### src/rtl/vga_sync_gen.sv
// 640x480@60 VGA timing from a 50 MHz clock: pixel-rate counters, raw sync/visibility,
// a tick-advanced delay line matching the drawing pipeline, and registered pin outputs.
module vga_sync_gen #(
  parameter int H_VIS      = 640,
  parameter int H_FP       = 16,
  parameter int H_SYNC     = 96,
  parameter int H_BP       = 48,
  parameter int V_VIS      = 480,
  parameter int V_FP       = 10,
  parameter int V_SYNC     = 2,
  parameter int V_BP       = 33,
  parameter int PIPE_DELAY = 2
) (
  input  logic        clk_50,
  input  logic        rst,
  input  logic [11:0] pixel_color,
  output logic [9:0]  X_pix,
  output logic [9:0]  Y_pix,
  output logic        H_visible,
  output logic        V_visible,
  output logic        pixel_clk,
  output logic        frame_start,
  output logic [3:0]  VGA_BUS_R,
  output logic [3:0]  VGA_BUS_G,
  output logic [3:0]  VGA_BUS_B,
  output logic        VGA_HS,
  output logic        VGA_VS
);

  localparam int H_TOT = H_VIS + H_FP + H_SYNC + H_BP;
  localparam int V_TOT = V_VIS + V_FP + V_SYNC + V_BP;
  // Delay-line reset fill: blanked, both syncs inactive.
  localparam logic [2:0] DLY_RESET = 3'b011;

  generate
    if (H_TOT > 1024 || V_TOT > 1024) begin : g_bad_total
      $error("vga_sync_gen: line or frame total does not fit the 10-bit counters");
    end
    if (PIPE_DELAY < 1 || PIPE_DELAY > 4) begin : g_bad_delay
      $error("vga_sync_gen: PIPE_DELAY must be within 1..4");
    end
  endgenerate

  logic        pclk_reg;
  logic        frame_start_reg;
  logic [9:0]  x_reg;
  logic [9:0]  y_reg;
  logic        tick;
  logic        x_wrap;
  logic        y_wrap;
  logic        hs_raw;
  logic        vs_raw;
  logic [2:0]  raw_bits;
  logic [2:0]  tap;
  logic        hs_reg;
  logic        vs_reg;
  logic [11:0] rgb_reg;

  // A tick is the edge on which pixel_clk falls, so coordinates are stable at its rising edge.
  assign tick   = pclk_reg;
  assign x_wrap = (x_reg == 10'(H_TOT - 1));
  assign y_wrap = (y_reg == 10'(V_TOT - 1));

  always_ff @(posedge clk_50 or posedge rst) begin
    if (rst) begin
      pclk_reg        <= 1'b0;
      frame_start_reg <= 1'b0;
      x_reg           <= '0;
      y_reg           <= '0;
    end else begin
      pclk_reg        <= ~pclk_reg;
      frame_start_reg <= tick && x_wrap && y_wrap;
      if (tick) begin
        if (x_wrap) begin
          x_reg <= '0;
          y_reg <= y_wrap ? 10'd0 : y_reg + 10'd1;
        end else begin
          x_reg <= x_reg + 10'd1;
        end
      end
    end
  end

  assign H_visible = (x_reg < 10'(H_VIS));
  assign V_visible = (y_reg < 10'(V_VIS));
  assign hs_raw    = !((x_reg >= 10'(H_VIS + H_FP)) && (x_reg <= 10'(H_VIS + H_FP + H_SYNC - 1)));
  assign vs_raw    = !((y_reg >= 10'(V_VIS + V_FP)) && (y_reg <= 10'(V_VIS + V_FP + V_SYNC - 1)));
  assign raw_bits  = {H_visible & V_visible, hs_raw, vs_raw};

  // The output register is the last of the PIPE_DELAY stages, so only PIPE_DELAY-1 live here.
  generate
    if (PIPE_DELAY <= 1) begin : g_no_dly
      assign tap = raw_bits;
    end else begin : g_dly
      logic [2:0] dly_reg [PIPE_DELAY-1];
      always_ff @(posedge clk_50 or posedge rst) begin
        if (rst) begin
          for (int i = 0; i < PIPE_DELAY - 1; i++) dly_reg[i] <= DLY_RESET;
        end else if (tick) begin
          dly_reg[0] <= raw_bits;
          for (int i = 1; i < PIPE_DELAY - 1; i++) dly_reg[i] <= dly_reg[i-1];
        end
      end
      assign tap = dly_reg[PIPE_DELAY-2];
    end
  endgenerate

  always_ff @(posedge clk_50 or posedge rst) begin
    if (rst) begin
      hs_reg  <= 1'b1;
      vs_reg  <= 1'b1;
      rgb_reg <= '0;
    end else if (tick) begin
      hs_reg  <= tap[1];
      vs_reg  <= tap[0];
      rgb_reg <= tap[2] ? pixel_color : 12'h000;
    end
  end

  assign X_pix       = x_reg;
  assign Y_pix       = y_reg;
  assign pixel_clk   = pclk_reg;
  assign frame_start = frame_start_reg;
  assign VGA_BUS_B   = rgb_reg[11:8];
  assign VGA_BUS_G   = rgb_reg[7:4];
  assign VGA_BUS_R   = rgb_reg[3:0];
  assign VGA_HS      = hs_reg;
  assign VGA_VS      = vs_reg;

endmodule

### config.mk
export PLATFORM = sky130hd
export DESIGN_NAME = vga_sync_gen
export DESIGN_NICKNAME = d
export VERILOG_FILES = /design/src/rtl/vga_sync_gen.sv
export SDC_FILE = /design/constraint.sdc
export NUM_CORES = 1
export LEC_CHECK = 0
export ABC_AREA = 1
export BUFFER_PORTS_ARGS = -buffer_cell sky130_fd_sc_hd__buf_2
export CAP_MARGIN = 10
export CORE_UTILIZATION = 41
export CTS_CLUSTER_DIAMETER = 200
export CTS_CLUSTER_SIZE = 14
export DETAILED_ROUTE_END_ITERATION = 10
export PLACE_DENSITY = 0.74
export SETUP_SLACK_MARGIN = 0.5
export SLEW_MARGIN = 20
export SYNTH_ARGS = -nofsm -noshare
export SYNTH_HDL_FRONTEND = slang
export SYNTH_SLANG_ARGS = --single-unit
### constraint.sdc
create_clock -name clk_50 -period 4.12 [get_ports clk_50]
set_clock_uncertainty 0.2 [all_clocks]
set_input_delay 0.412 -clock clk_50 [delete_from_list [all_inputs] [get_ports clk_50]]
set_output_delay 0.412 -clock clk_50 [all_outputs]
set_load 0.05 [all_outputs]
==> key figures <==
Place
  • Hpwl dp: 3140 um
  • GP Congestion: 0.845
  • Placed inst area: 2280 um^2
  • Port Buffers: 51

Clock network
  • CTS root buffer: clkbuf_8
  • Clk slew on worst S/H paths: 0.08 ns
  • Post-CTS sizing: 0
  • TritonCTS clock tree: yes
  • Max H-tree Level: 2
  • Clock buffer depth: 2
  • Cts bufs inserted: 5
  • Sink Count: 39
  • Postcts setup bufs: 0
  • Clk Latency, worst-skew pair: 0.29 ns
  • Post-CTS Hold Buffers: 0

STA
  • Relative slew slack: 52.3%
  • Worst slew pin tran: 0.715 ns
  • FMAX: 0.484 GHz
  • Final setup violation count: 0
  • Hold WS: 0.0313 ns
  • Final Critical Period: 2.07 ns
  • Final hold viol count: 0
  • Fin crit share: 50.2%
  • Fin. max-slew vios: 0
  • RSZ-0062 raised after global routing: false
  • Setup_tns: 0 ns

Route
  • Residual DRC: 0
  • Initial DRC count: 93
  • Via count: 1,794
  • Final WL: 4400 um
  • WL per Instance: 12.3 um
  • Vias per cell: 5.01
  • Total iterations of the first detailed-routing run: 4
  • Post-DRT Antenna Nets: 0

Finish
  • Area delta synth->final: 20.0%
  • Layout cells sized above 1: 24.3%
  • Max reg flops: 12
  • Layout Nets: 321
  • N_diodes: 0
  • Fill cell count: 444
  • Design area: 2400 um^2

Worst setup path
  • Critical path endpoint category: output port
  • CP required: 3.51 ns
  • Critical path class: register to output port
  • Startpoint types: register
  • Crit path arrival time: 1.46 ns
  • Worst Path Max Fanout: 8

Pwr
  • VDD IR-drop max: 0.208 mV
  • LEAKAGE: 0.00123 uW
  • Final Power: 774 uW
  • Power Dens Cells: 323 nW/um^2

Global route
  • GRT Util Overall: 18.1%
  • Overflow after GRT: 0
  • Vias in the first global route: 1,608
  • First-pass GRT wire length: 7230 um
  • Largest net degree at the start of global routing: 40
  • Antenna violations before repair: 0

Hold path
  • HP Class: input pin to asynchronous set/reset pin

Yosys
  • Synthesis-stage register bit count: 39
  • Post-synth EDFFs: 0
  • Library cells used by synthesis: 26
  • Seq/Total Area, Yosys: 49.1%
  • Syn_nets: 270
  • Mapped Area: 2000 um^2
  • Yosys warns: 0
  • Gate Count Post-Synth: 252
  • Fraction of registers with async set or reset after synthesis: 100%
  • Main flop type after synthesis: dfrtp_1
  • Avg Inst Size Synth: 7.93 um^2

Job
  • Maxcap violations: 0

Floorplan
  • Num ports: 52
  • Initial Util: 42.6%
  • # rows: 25
  • Die W: 71.8 um
  • Core Region: 4690 um^2
  • Die Ht: 71.8 um
  • Die ar.: 5160 um^2

Run status
  • Outcome: finished, final reports clean
[layout make-up]
type | count | area, um^2 | share of cell area [%]
tap | 54 | 67.6 | 2.82
timing repair buffer | 53 | 270 | 11.3
sequential | 39 | 981 | 40.9
clock inverter | 2 | 35.0 | 1.46
clock buffer | 6 | 82.6 | 3.44
multi-input combinational | 174 | 848 | 35.4
inverter | 30 | 113 | 4.70
[cells by family after synthesis]
family | Yosys count | share of synthesized area, %
and+or+nand+nor | 142 | 31.4
xor gates and xnor gates | 8 | 3.51
AOI/OAI and AO/OA | 20 | 5.07
adders and majority gates | 4 | 2.50
DFF | 39 | 49.1
buffers and inverters | 39 | 8.45
[worst max-delay path, stage by stage, from the launching register on]
cell     delay [ns]
dfrtp_1        0.48
nand2_1        0.10
nor2_1         0.07
nor2_1         0.21
buf_2          0.31
[through the flow]
stage	util (%)	std cells	setup WS, ns
6_report	51.1	358	2.05
4_1_cts	51.1	358	2.06
3_5_place_dp	48.6	350	2.35
3_3_place_gp	48.6	350	2.37
5_1_grt	51.1	358	1.98
2_1_floorplan	-	252	1.58
[layer usage]
layer  track usage [%]  vias up  share of wire, %
li1                  -      901                 -
met1              23.4      843                45
met2              29.5       43                49
met3              3.80        7               4.2
met4              7.63        0               1.4
met5                 0        -                 0
[synthesized netlist by cell type, types with 4 or more instances]
library cell	instances	area, um^2
nand2_1	71	267
dfrtp_1	35	876
nand3_1	28	140
inv_1	27	101
nor2_1	22	82.6
o21ai_0	13	65.1
nand4_1	7	43.8
nor3_1	7	35.0
xor2_1	6	52.6
dfstp_2	4	105
ha_1	4	50.1
o21ai_1	4	20.0
[final timing paths]
check	startpoint	to	slack (ns)	depth (start not counted)
min	rst	Y_pix[0]	0.03	3
min reg2reg	g_dly.dly_reg[0]	VGA_VS	0.26	2
max	Y_pix[5]	V_visible	2.05	4
max reg2reg	X_pix[0]	Y_pix[6]	2.33	8
max in group asynchronous	rst	VGA_HS	3.33	3
min in group clk_50	pixel_color[4]	rgb_reg[4]	0.14	3
[report_power, final]
part,internal (uW),total (uW),leakage [uW],switching [uW]
combinational,12.1,48.0,0.000683,35.9
sequential,389,391,0.000484,2.68
clock,196,334,0.0000612,138
total,597,774,0.00123,177
[cell usage in the layout (no fill, tap or decap), drive strengths merged]
cell type  instances
a21oi              2
xnor2              2
ha                 4
nand3             29
clkbuf             6
a31oi              1
nor3               7
xor2               6
buf               53
clkinv             1
o21ai             17
nand2             72
bufinv             1
inv               30
dfrtp             35
nand3b             1
nor2              25
dfstp              4
nand4              7
or2                1
Note: power is estimated with default switching activity, not from simulation.
